## src/rtl/serial_cmp_ctrl.sv

```systemverilog
// Bit-serial MSB-first magnitude comparator with a start/done handshake.
// Define SIGNED_CMP_EN to treat the operands as two's complement.
module serial_cmp_ctrl #(
  parameter int WIDTH = 8
) (
  input  logic             CLOCK_50,
  input  logic             RST_N,
  input  logic             start,
  input  logic [WIDTH-1:0] a_in,
  input  logic [WIDTH-1:0] b_in,
  output logic             ready,
  output logic             busy,
  output logic             done,
  output logic             lt,
  output logic             eq,
  output logic             gt
);

  localparam int IDX_W = (WIDTH > 1) ? $clog2(WIDTH) : 1;
  localparam logic [IDX_W-1:0] IDX_TOP = IDX_W'(WIDTH - 1);

  typedef enum logic [1:0] {IDLE, RUN, DONE} state_t;

  state_t           state, state_next;
  logic [WIDTH-1:0] a_s, a_s_next;
  logic [WIDTH-1:0] b_s, b_s_next;
  logic [IDX_W-1:0] idx, idx_next;
  logic             lt_next, eq_next, gt_next;
  logic             a_msb, b_msb, flip;

  assign a_msb = a_s[WIDTH-1];
  assign b_msb = b_s[WIDTH-1];

`ifdef SIGNED_CMP_EN
  // A differing sign bit means the negative operand is the smaller one.
  assign flip = (idx == IDX_TOP);
`else
  assign flip = 1'b0;
`endif

  always_ff @(posedge CLOCK_50 or negedge RST_N) begin
    if (!RST_N) begin
      state <= IDLE;
      a_s   <= '0;
      b_s   <= '0;
      idx   <= '0;
      lt    <= 1'b0;
      eq    <= 1'b0;
      gt    <= 1'b0;
    end else begin
      state <= state_next;
      a_s   <= a_s_next;
      b_s   <= b_s_next;
      idx   <= idx_next;
      lt    <= lt_next;
      eq    <= eq_next;
      gt    <= gt_next;
    end
  end

  always_comb begin
    state_next = state;
    a_s_next   = a_s;
    b_s_next   = b_s;
    idx_next   = idx;
    lt_next    = lt;
    eq_next    = eq;
    gt_next    = gt;
    ready      = (state == IDLE);
    busy       = (state == RUN);
    done       = (state == DONE);

    case (state)
      IDLE: begin
        if (start) begin
          a_s_next   = a_in;
          b_s_next   = b_in;
          idx_next   = IDX_TOP;
          lt_next    = 1'b0;
          eq_next    = 1'b0;
          gt_next    = 1'b0;
          state_next = RUN;
        end
      end
      RUN: begin
        if (a_msb != b_msb) begin
          gt_next    = a_msb ^ flip;
          lt_next    = b_msb ^ flip;
          state_next = DONE;
        end else if (idx == '0) begin
          eq_next    = 1'b1;
          state_next = DONE;
        end else begin
          a_s_next = a_s << 1;
          b_s_next = b_s << 1;
          idx_next = idx - 1'b1;
        end
      end
      DONE:    state_next = IDLE;
      default: state_next = IDLE;
    endcase
  end

endmodule

```

## config.mk

```make
export PLATFORM = sky130hd
export DESIGN_NAME = serial_cmp_ctrl
export DESIGN_NICKNAME = d
export VERILOG_FILES = /design/src/rtl/serial_cmp_ctrl.sv
export SDC_FILE = /design/constraint.sdc
export NUM_CORES = 1
export LEC_CHECK = 0
export CORE_MARGIN = 8
export CORE_UTILIZATION = 53
export CTS_BUF_LIST = sky130_fd_sc_hd__clkbuf_8
export DETAILED_ROUTE_END_ITERATION = 6
export DONT_BUFFER_PORTS = 1
export GPL_ROUTABILITY_DRIVEN = 0
export PLACE_DENSITY = 0.68
export SYNTH_ARGS = -nofsm -noshare
export SYNTH_HDL_FRONTEND = slang
export SYNTH_SLANG_ARGS = --single-unit
```

## constraint.sdc

```tcl
create_clock -name CLOCK_50 -period 1.63 [get_ports CLOCK_50]
set_input_delay 0.326 -clock CLOCK_50 [delete_from_list [all_inputs] [get_ports CLOCK_50]]
set_output_delay 0.326 -clock CLOCK_50 [all_outputs]
set_load 0.1 [all_outputs]
```

# [Word-level counts from Yosys, hierarchy flattened]
# Cells that the tools add are included.
[totals] ff_bits=24 wordCells=48 in_bits=19 output_inout_bits=6
[classes] n_reduce_logical=7 mux=24 eq_ne=9 addsub=1
[ops] cell="8-bit two-way mux" n=6
[ops] cell="8-bit case mux with 2 select lines" n=2
[ops] cell="3-bit two-way mux" n=3
[ops] cell="4-bit AND reduction" n=2
[ops] cell="2-bit two-way mux" n=3
[ops] cell="2-bit != test, second input constant" n=3
[ops] cell="1-bit case mux with 2 select lines" n=3
[ops] cell="3-bit case mux with 2 select lines" n=1
[ops] cell="1-bit two-way mux" n=5
[ops] cell="2-bit by 1-bit != test with 1-bit output, second input constant" n=2
[ops] cell="2-bit case mux with 2 select lines" n=1
[ops] cell="3-bit zero test" n=1
[ops] cell="3-bit by 1-bit != test with 1-bit output, second input constant" n=1
[ops] cell="3-bit AND reduction" n=1
[ops] cell="3-bit by 1-bit subtractor with 3-bit output, second input constant" n=1
[ops] cell="2-bit by 1-bit equality test with 1-bit output, second input constant" n=1
[ops] cell="2-bit equality test, second input constant" n=1
[ops] cell="2-bit zero test" n=1
[ops] cell="2-bit AND reduction" n=1
[ops] cell="2-bit nonzero test" n=1
[ops] cell="1-bit != test" n=1

# [Longest topological paths before layout]
# Gate-level depths: netlist (run 1).
[depth] depth_word=4 depth_mapped=7 depth_no_buf=6

# [Worst setup path after synthesis (run 1)]
# No wires, ideal clock.
[synth_timing] kind="register -> register" startpoint="register state[0]" endpoint="register b_s[0]" n_path_buf=1 setup_ns=0.139 period_less_slack_ns=2.511 path_slack_ns=-0.881 path_stages_with_launch=6 arrival_time_ns=2.372 required_ns=1.491 cell_sequence="dfrtp_1 -> nor2_1 -> a32oi_4 -> buf_6 -> nand2_1 -> o21ai_0"
[synth_via] elab_chain_len=3 elab_cells_between_ends=8 cone_classes="4 x eq/ne; 1 x mux; 3 x reduce/logical"
[synth_lines] item="start: declaration" line="24" source="state_t state, state_next;"
[synth_lines] item="start signal: assignment" line="51" source="state <= state_next;"
[synth_lines] item="2-bit zero test (*)"
[synth_lines] item="named net ready" line="11" source="output logic ready,"
[synth_lines] item="2-bit != test (no line) or 2-bit nonzero test (tied branches)"
[synth_lines] item="4-bit AND reduction (no line)"
[synth_lines] item="end signal: assignment" line="53" source="b_s <= b_s_next;"
[synth_lines] item="end: declaration" line="26" source="logic [WIDTH-1:0] b_s, b_s_next;"
# The timed path passes the listed nets; every way through them passes the cells marked *.
# A chain may end at the register's enable or synchronous reset.

# [Worst setup path after layout (run 1)]
[layout_timing] startpoint="register state[0]" endpoint="output port busy"
[layout_via] elab_chain_len=1
[layout_lines] item="2-bit by 1-bit equality test with 1-bit output" line="70" source="busy = (state == RUN);"
[layout_lines] item="end: declaration" line="12" source="output logic busy,"
# No other way between the ends.

==> run summary, run 1 <==
VDD IR max -> 0.00128 V
worst-margin pin slew -> 1.07 ns
synthesized area per cell -> 10.5 um2
Post-Syn Nets -> 135
Max transition margin -> 28.7%
total negative slack -> 0 ns
Power Density -> 2370 nW/um2
GRT Overall Usage -> 11.9%
Fmax achieved -> 651 MHz
IO Pins -> 25
Bufs on Longest Clock Path -> 2
Post-synth top cells -> 24 x dfrtp_1, 23 x nand2_1, 15 x mux2i_1, 11 x o21ai_2, 10 x o21ai_0
Post-synth ARST share -> 100%
Logic pwr share -> 58.8%
Clock transition at path regs -> 0.09 ns
post-route setup slack -> 0.0949 ns
DIE AREA -> 4040 um2
final hold slack -> 0.188 ns
Bufs and invs on worst path -> 2
Main synth FF type -> dfrtp_1
post-DP HPWL -> 1700 um
largest net degree at the start of global routing -> 25
Final Power -> 0.00345 W
wire length per cell -> 13.9 um
CP max-delay cell -> dfrtp_2
critical path's top delay family -> flip-flops
number of CTS-inserted buffers -> 3
drt first pass iters -> 4
status -> finished clean
initial antenna violation count -> 0
cell taking the most area after synthesis -> dfrtp_1
sequential share of power -> 29.6%
Initial DRC Count -> 21
CTS Root Cell -> clkbuf_8
post-synth top area share -> 50.1%
Synth Area in Compound Gates -> 17.8%
Final Hold Viols -> 0
Hold Crit Class -> in -> reg
Internal -> 0.00192 W
clk sinks -> 24
CP required -> 1.30 ns
Critical Path Source Type -> flop
Leak Pwr -> 0.691 nW
sw power -> 0.00154 W
Tmin final -> 1.54 ns
core area -> 2170 um2
Starting Density -> 55.3%
Worst R2R Path Depth -> 6
Worst Path Arrival -> 1.21 ns
max-cap violations -> 0
sequential share of the synthesized area -> 50.1%
final slew viol count -> 0
Final Skew -> 0.00309 ns
combinational family with the most area after synthesis -> compound AO/OA/AOI/OAI gates
WHS Path Cells -> 2
reg2reg setup slack -> 0.13 ns
post-synthesis simple-gate area fraction -> 11.1%
yosys warns -> 0
Clk pwr share -> 11.6%
CP Capture Type -> primary output
Mapped Cells -> 114
post-place setup slack -> 0.117 ns
# nets final -> 155
top-count cell post-synth -> dfrtp_1
first-pass GRT wire length -> 3970 um
number of remaining DRC errors -> 0
Chip Height -> 63.6 um
via count -> 867
Synth area leaders -> dfrtp_1 50%, mux2i_1 13%, o21ai_2 8.0%
multiplexer area fraction after synthesis -> 12.5%
RSZ-0062 raised after global routing -> false
xor and xnor area share after synthesis -> 0.730%
reg2reg start -> state[0]$_DFFE_PN0P_
CP Class -> reg -> out
area of the mapped netlist -> 1200 um2
CP max stage delay -> 0.47 ns
vias in the first global route -> 897
CTS tree -> built
Via-to-Cell Ratio -> 5.39
share of cells above drive strength 1 -> 29.3%
unique cell type count in the Yosys netlist -> 19
#FFs+latches synth -> 24
Post-Place Cells -> 151
grt ovf -> 0
DRT antenna net count -> 0
Post-synth EDFFs -> 0
antenna fix cells -> 0
crit-path cells -> nand2b_1 > clkinv_4 > buf_12
Area Overhead vs Synth -> 21.4%
Die W -> 63.6 um
Hold Path Origin -> a_in[0]
Sw Share -> 44.5%
Min-Delay Endpoint -> a_s[0]$_DFFE_PN0P_
crit-path max FO -> 8
worst skew pair latency -> 0.26 ns
reg2reg end -> b_s[1]$_DFFE_PN0P_
final WL -> 2240 um
Final Non-Filler Cells -> 161
Adder-Cell Fraction of Synth Area -> 2.09%
CTS H-tree lvls -> 1
final worst-path cycle share -> 94.2%
site row count -> 17
port bufs -> 0
# setup viols final -> 0
[metrics by stage]
step	cell area, um2	utilization, %
final	1460	67.1
after global routing	1460	67.1
after CTS	1410	65.0
after detailed placement	1340	61.9
after global placement	1340	61.9
after floorplan	1210	-
[flip-flops by register name, summed over array words and instances (netlist names)]
signal  flops
b_s         8
a_s         8
state       2
gt          1
idx         3
lt          1
eq          1
[what timing repair did]
| action | in CTS | in global routing |
|---|---|---|
| setup buffers | 0 | 5 |
| gates resized for setup | 1 | 3 |
| setup endpoints to repair | 1 | 3 |
| hold buffers | 1 | 0 |
| endpoints found under the hold margin | 24 | 0 |
[cells in the final DEF (no fill, tap or decap), types with 2 or more instances in the layout]
| master | instances |
|---|---|
| o21ai_0 | 10 |
| ha_1 | 2 |
| o21ai_2 | 11 |
| dfrtp_1 | 23 |
| mux2i_1 | 15 |
| a21oi_1 | 3 |
| clkbuf_8 | 4 |
| a22o_1 | 2 |
| inv_1 | 5 |
| buf_4 | 15 |
| buf_12 | 3 |
| nand2_1 | 23 |
| nor2_1 | 4 |
| nand2b_1 | 2 |
[worst max path at each step]
stage	cells after the start	endpoint	slack, ns	start
after global routing	3	busy	0.03	state[0]$_DFFE_PN0P_
after floorplan	6	a_s[1]$_DFFE_PN0P_	0.003	state[1]$_DFFE_PN0P_
after CTS	3	busy	0.04	state[0]$_DFFE_PN0P_
final	3	busy	0.09	state[0]$_DFFE_PN0P_
after global placement	7	idx[1]$_DFFE_PN0P_	0.19	idx[0]$_DFFE_PN0P_
after detailed placement	6	b_s[4]$_DFFE_PN0P_	0.12	idx[0]$_DFFE_PN0P_
[cell families after synthesis]
kind of cell	after synthesis
mux	15
fa+ha+maj	2
buf+inv	11
simple gates	33
xor+xnor	1
flops	24
compound gates	28
[area by class of cell]
cell class	count	area, um2
clock buffers	4	55.1
fillers	187	713
well taps	28	35.0
flip-flops and latches	24	602
repair buffers	20	196
inverters	6	27.5
multi-input cells	79	541
[worst register-to-register path: stages (launching register included)]
cell	delay, ns
dfrtp_2	0.47
nand2b_1	0.17
clkinv_4	0.13
buf_4	0.18
buf_4	0.17
mux2i_1	0.12
o21ai_0	0.18
[power by group through the flow]
stage | clock, W | sequential, W | combinational (W)
global placement | 0 | 0.00101 | 0.00187
CTS | 0.000406 | 0.00102 | 0.00195
finish | 0.000400 | 0.00102 | 0.00203
floorplan | 0 | 0.00112 | 0.00140
global route | 0.000429 | 0.00105 | 0.00222
detailed placement | 0 | 0.00102 | 0.00193
[routing by layer]
metal  vias up  global-route usage [%]  wire length (um)
met3         4                    3.53               111
met4         0                    4.18                29
li1        425                       -                 -
met1       420                    13.7               988
met2        18                    20.3              1110
met5         -                       0                 0
Power figures use the tool's default switching activity.
==> inputs of run 2 (changes only) <==
Settings changed: RECOVER_POWER set to 50.
==> run summary, run 2 (synthesized netlist as in run 1, its figures left out) <==
Power Density -> 2390 nW/um2
WHS Path Cells -> 2
CTS Root Cell -> clkbuf_8
worst skew pair latency -> 0.26 ns
drt first pass iters -> 4
Leak Pwr -> 0.675 nW
total negative slack -> 0 ns
DRT antenna net count -> 0
DIE AREA -> 4040 um2
initial antenna violation count -> 0
site row count -> 17
largest net degree at the start of global routing -> 25
# nets final -> 155
Max transition margin -> 15.2%
CP Class -> reg -> out
via count -> 862
Worst Path Arrival -> 1.21 ns
number of CTS-inserted buffers -> 3
Hold Crit Class -> in -> reg
final slew viol count -> 0
share of cells above drive strength 1 -> 28.6%
CTS H-tree lvls -> 1
max-cap violations -> 0
commonest cells after routing, fill and taps aside -> 23 x nand2_1, 23 x dfrtp_1, 15 x mux2i_1
GRT Overall Usage -> 11.9%
fill count -> 192
RSZ-0062 raised after global routing -> false
clk sinks -> 24
wire length per cell -> 13.9 um
status -> finished clean
Fmax achieved -> 651 MHz
IO Pins -> 25
CP required -> 1.30 ns
Final Skew -> 0.00345 ns
final WL -> 2240 um
worst-margin pin slew -> 1.27 ns
port bufs -> 0
number of remaining DRC errors -> 0
Tmin final -> 1.54 ns
Min-Delay Endpoint -> a_s[0]$_DFFE_PN0P_
post-DP HPWL -> 1700 um
Final Non-Filler Cells -> 161
Clock transition at path regs -> 0.09 ns
vias in the first global route -> 897
Worst R2R Path Depth -> 6
VDD IR max -> 0.00128 V
Post-Place Cells -> 151
first-pass GRT wire length -> 3970 um
CTS tree -> built
Area Overhead vs Synth -> 20.1%
Initial DRC Count -> 20
Final Hold Viols -> 0
reg2reg start -> state[0]$_DFFE_PN0P_
Via-to-Cell Ratio -> 5.35
Die W -> 63.6 um
final worst-path cycle share -> 94.3%
reg2reg end -> b_s[1]$_DFFE_PN0P_
Chip Height -> 63.6 um
Starting Density -> 55.3%
Hold Path Origin -> a_in[0]
Critical Path Source Type -> flop
core area -> 2170 um2
antenna fix cells -> 0
crit-path max FO -> 8
biggest regs -> a_s: 8 flops, b_s: 8 flops, idx: 3 flops
reg2reg setup slack -> 0.12 ns
CP Capture Type -> primary output
# setup viols final -> 0
grt ovf -> 0
Bufs on Longest Clock Path -> 2
-- run 2: cell count changes in the layout (fill, tap and decap cells not counted), sizes merged --
cell / previous run / this run
dlymetal6s4s: 1 / 0
buf: 19 / 17
clkbuf: 4 / 7
-- run 2: cell type report --
cell class / instances / area, um2 / area share (%)
flip-flops and latches: 24 / 602 / 41.8
inverters: 6 / 27.5 / 1.91
repair buffers: 20 / 181 / 12.6
multi-input cells: 79 / 541 / 37.5
clock buffers: 4 / 55.1 / 3.82
well taps: 28 / 35.0 / 2.43
-- run 2: worst max-delay path by stage --
stage	depth (start not counted)	from	slack, ns	to
after floorplan	6	state[1]$_DFFE_PN0P_	0.003	a_s[1]$_DFFE_PN0P_
after global placement	7	idx[0]$_DFFE_PN0P_	0.19	idx[1]$_DFFE_PN0P_
after detailed placement	6	idx[0]$_DFFE_PN0P_	0.12	b_s[4]$_DFFE_PN0P_
after CTS	3	state[0]$_DFFE_PN0P_	0.04	busy
after global routing	3	state[0]$_DFFE_PN0P_	0.03	busy
final	3	state[0]$_DFFE_PN0P_	0.09	busy
-- run 2: stage by stage --
| stage | area (um2) | total power, W | setup slack, ns | hold WS, ns | util [%] |
|---|---|---|---|---|---|
| 5_1_grt | 1440 | 0.00369 | 0.0349 | 0.190 | 66.4 |
| 3_3_place_gp | 1340 | 0.00288 | 0.189 | 0.0314 | 61.9 |
| 2_1_floorplan | 1210 | 0.00252 | 0.00253 | 0.0304 | - |
| 6_report | 1440 | 0.00344 | 0.0937 | 0.188 | 66.4 |
| 3_5_place_dp | 1340 | 0.00296 | 0.117 | 0.0314 | 61.9 |
| 4_1_cts | 1410 | 0.00338 | 0.0375 | 0.187 | 65.0 |
-- run 2: per-layer routing --
metal	wire length (um)	track usage, %
met5	0	0
met4	29	4.18
met3	111	3.53
met2	1110	20.3
met1	987	13.7
-- run 2: worst max-delay path, stage by stage (launching register included) --
cell	delay (ns)
dfrtp_2	0.47
nand2b_1	0.17
clkinv_4	0.13
buf_12	0.18
-- run 2: where the power goes --
group / internal [W] / leakage [nW] / switching [W]
clock: 0.000215 / 0.0288 / 0.000185
combinational: 0.000835 / 0.353 / 0.00118
sequential: 0.000856 / 0.293 / 0.000165
total: 0.00191 / 0.675 / 0.00153
-- run 2: timing repair --
action | in CTS | in global routing
setup endpoints to repair | 1 | 3
hold endpoints to repair | 24 | 0
hold buffers | 1 | 0
gates resized for setup | 1 | 3
setup buffers | 0 | 5
cloned | 0 | 0
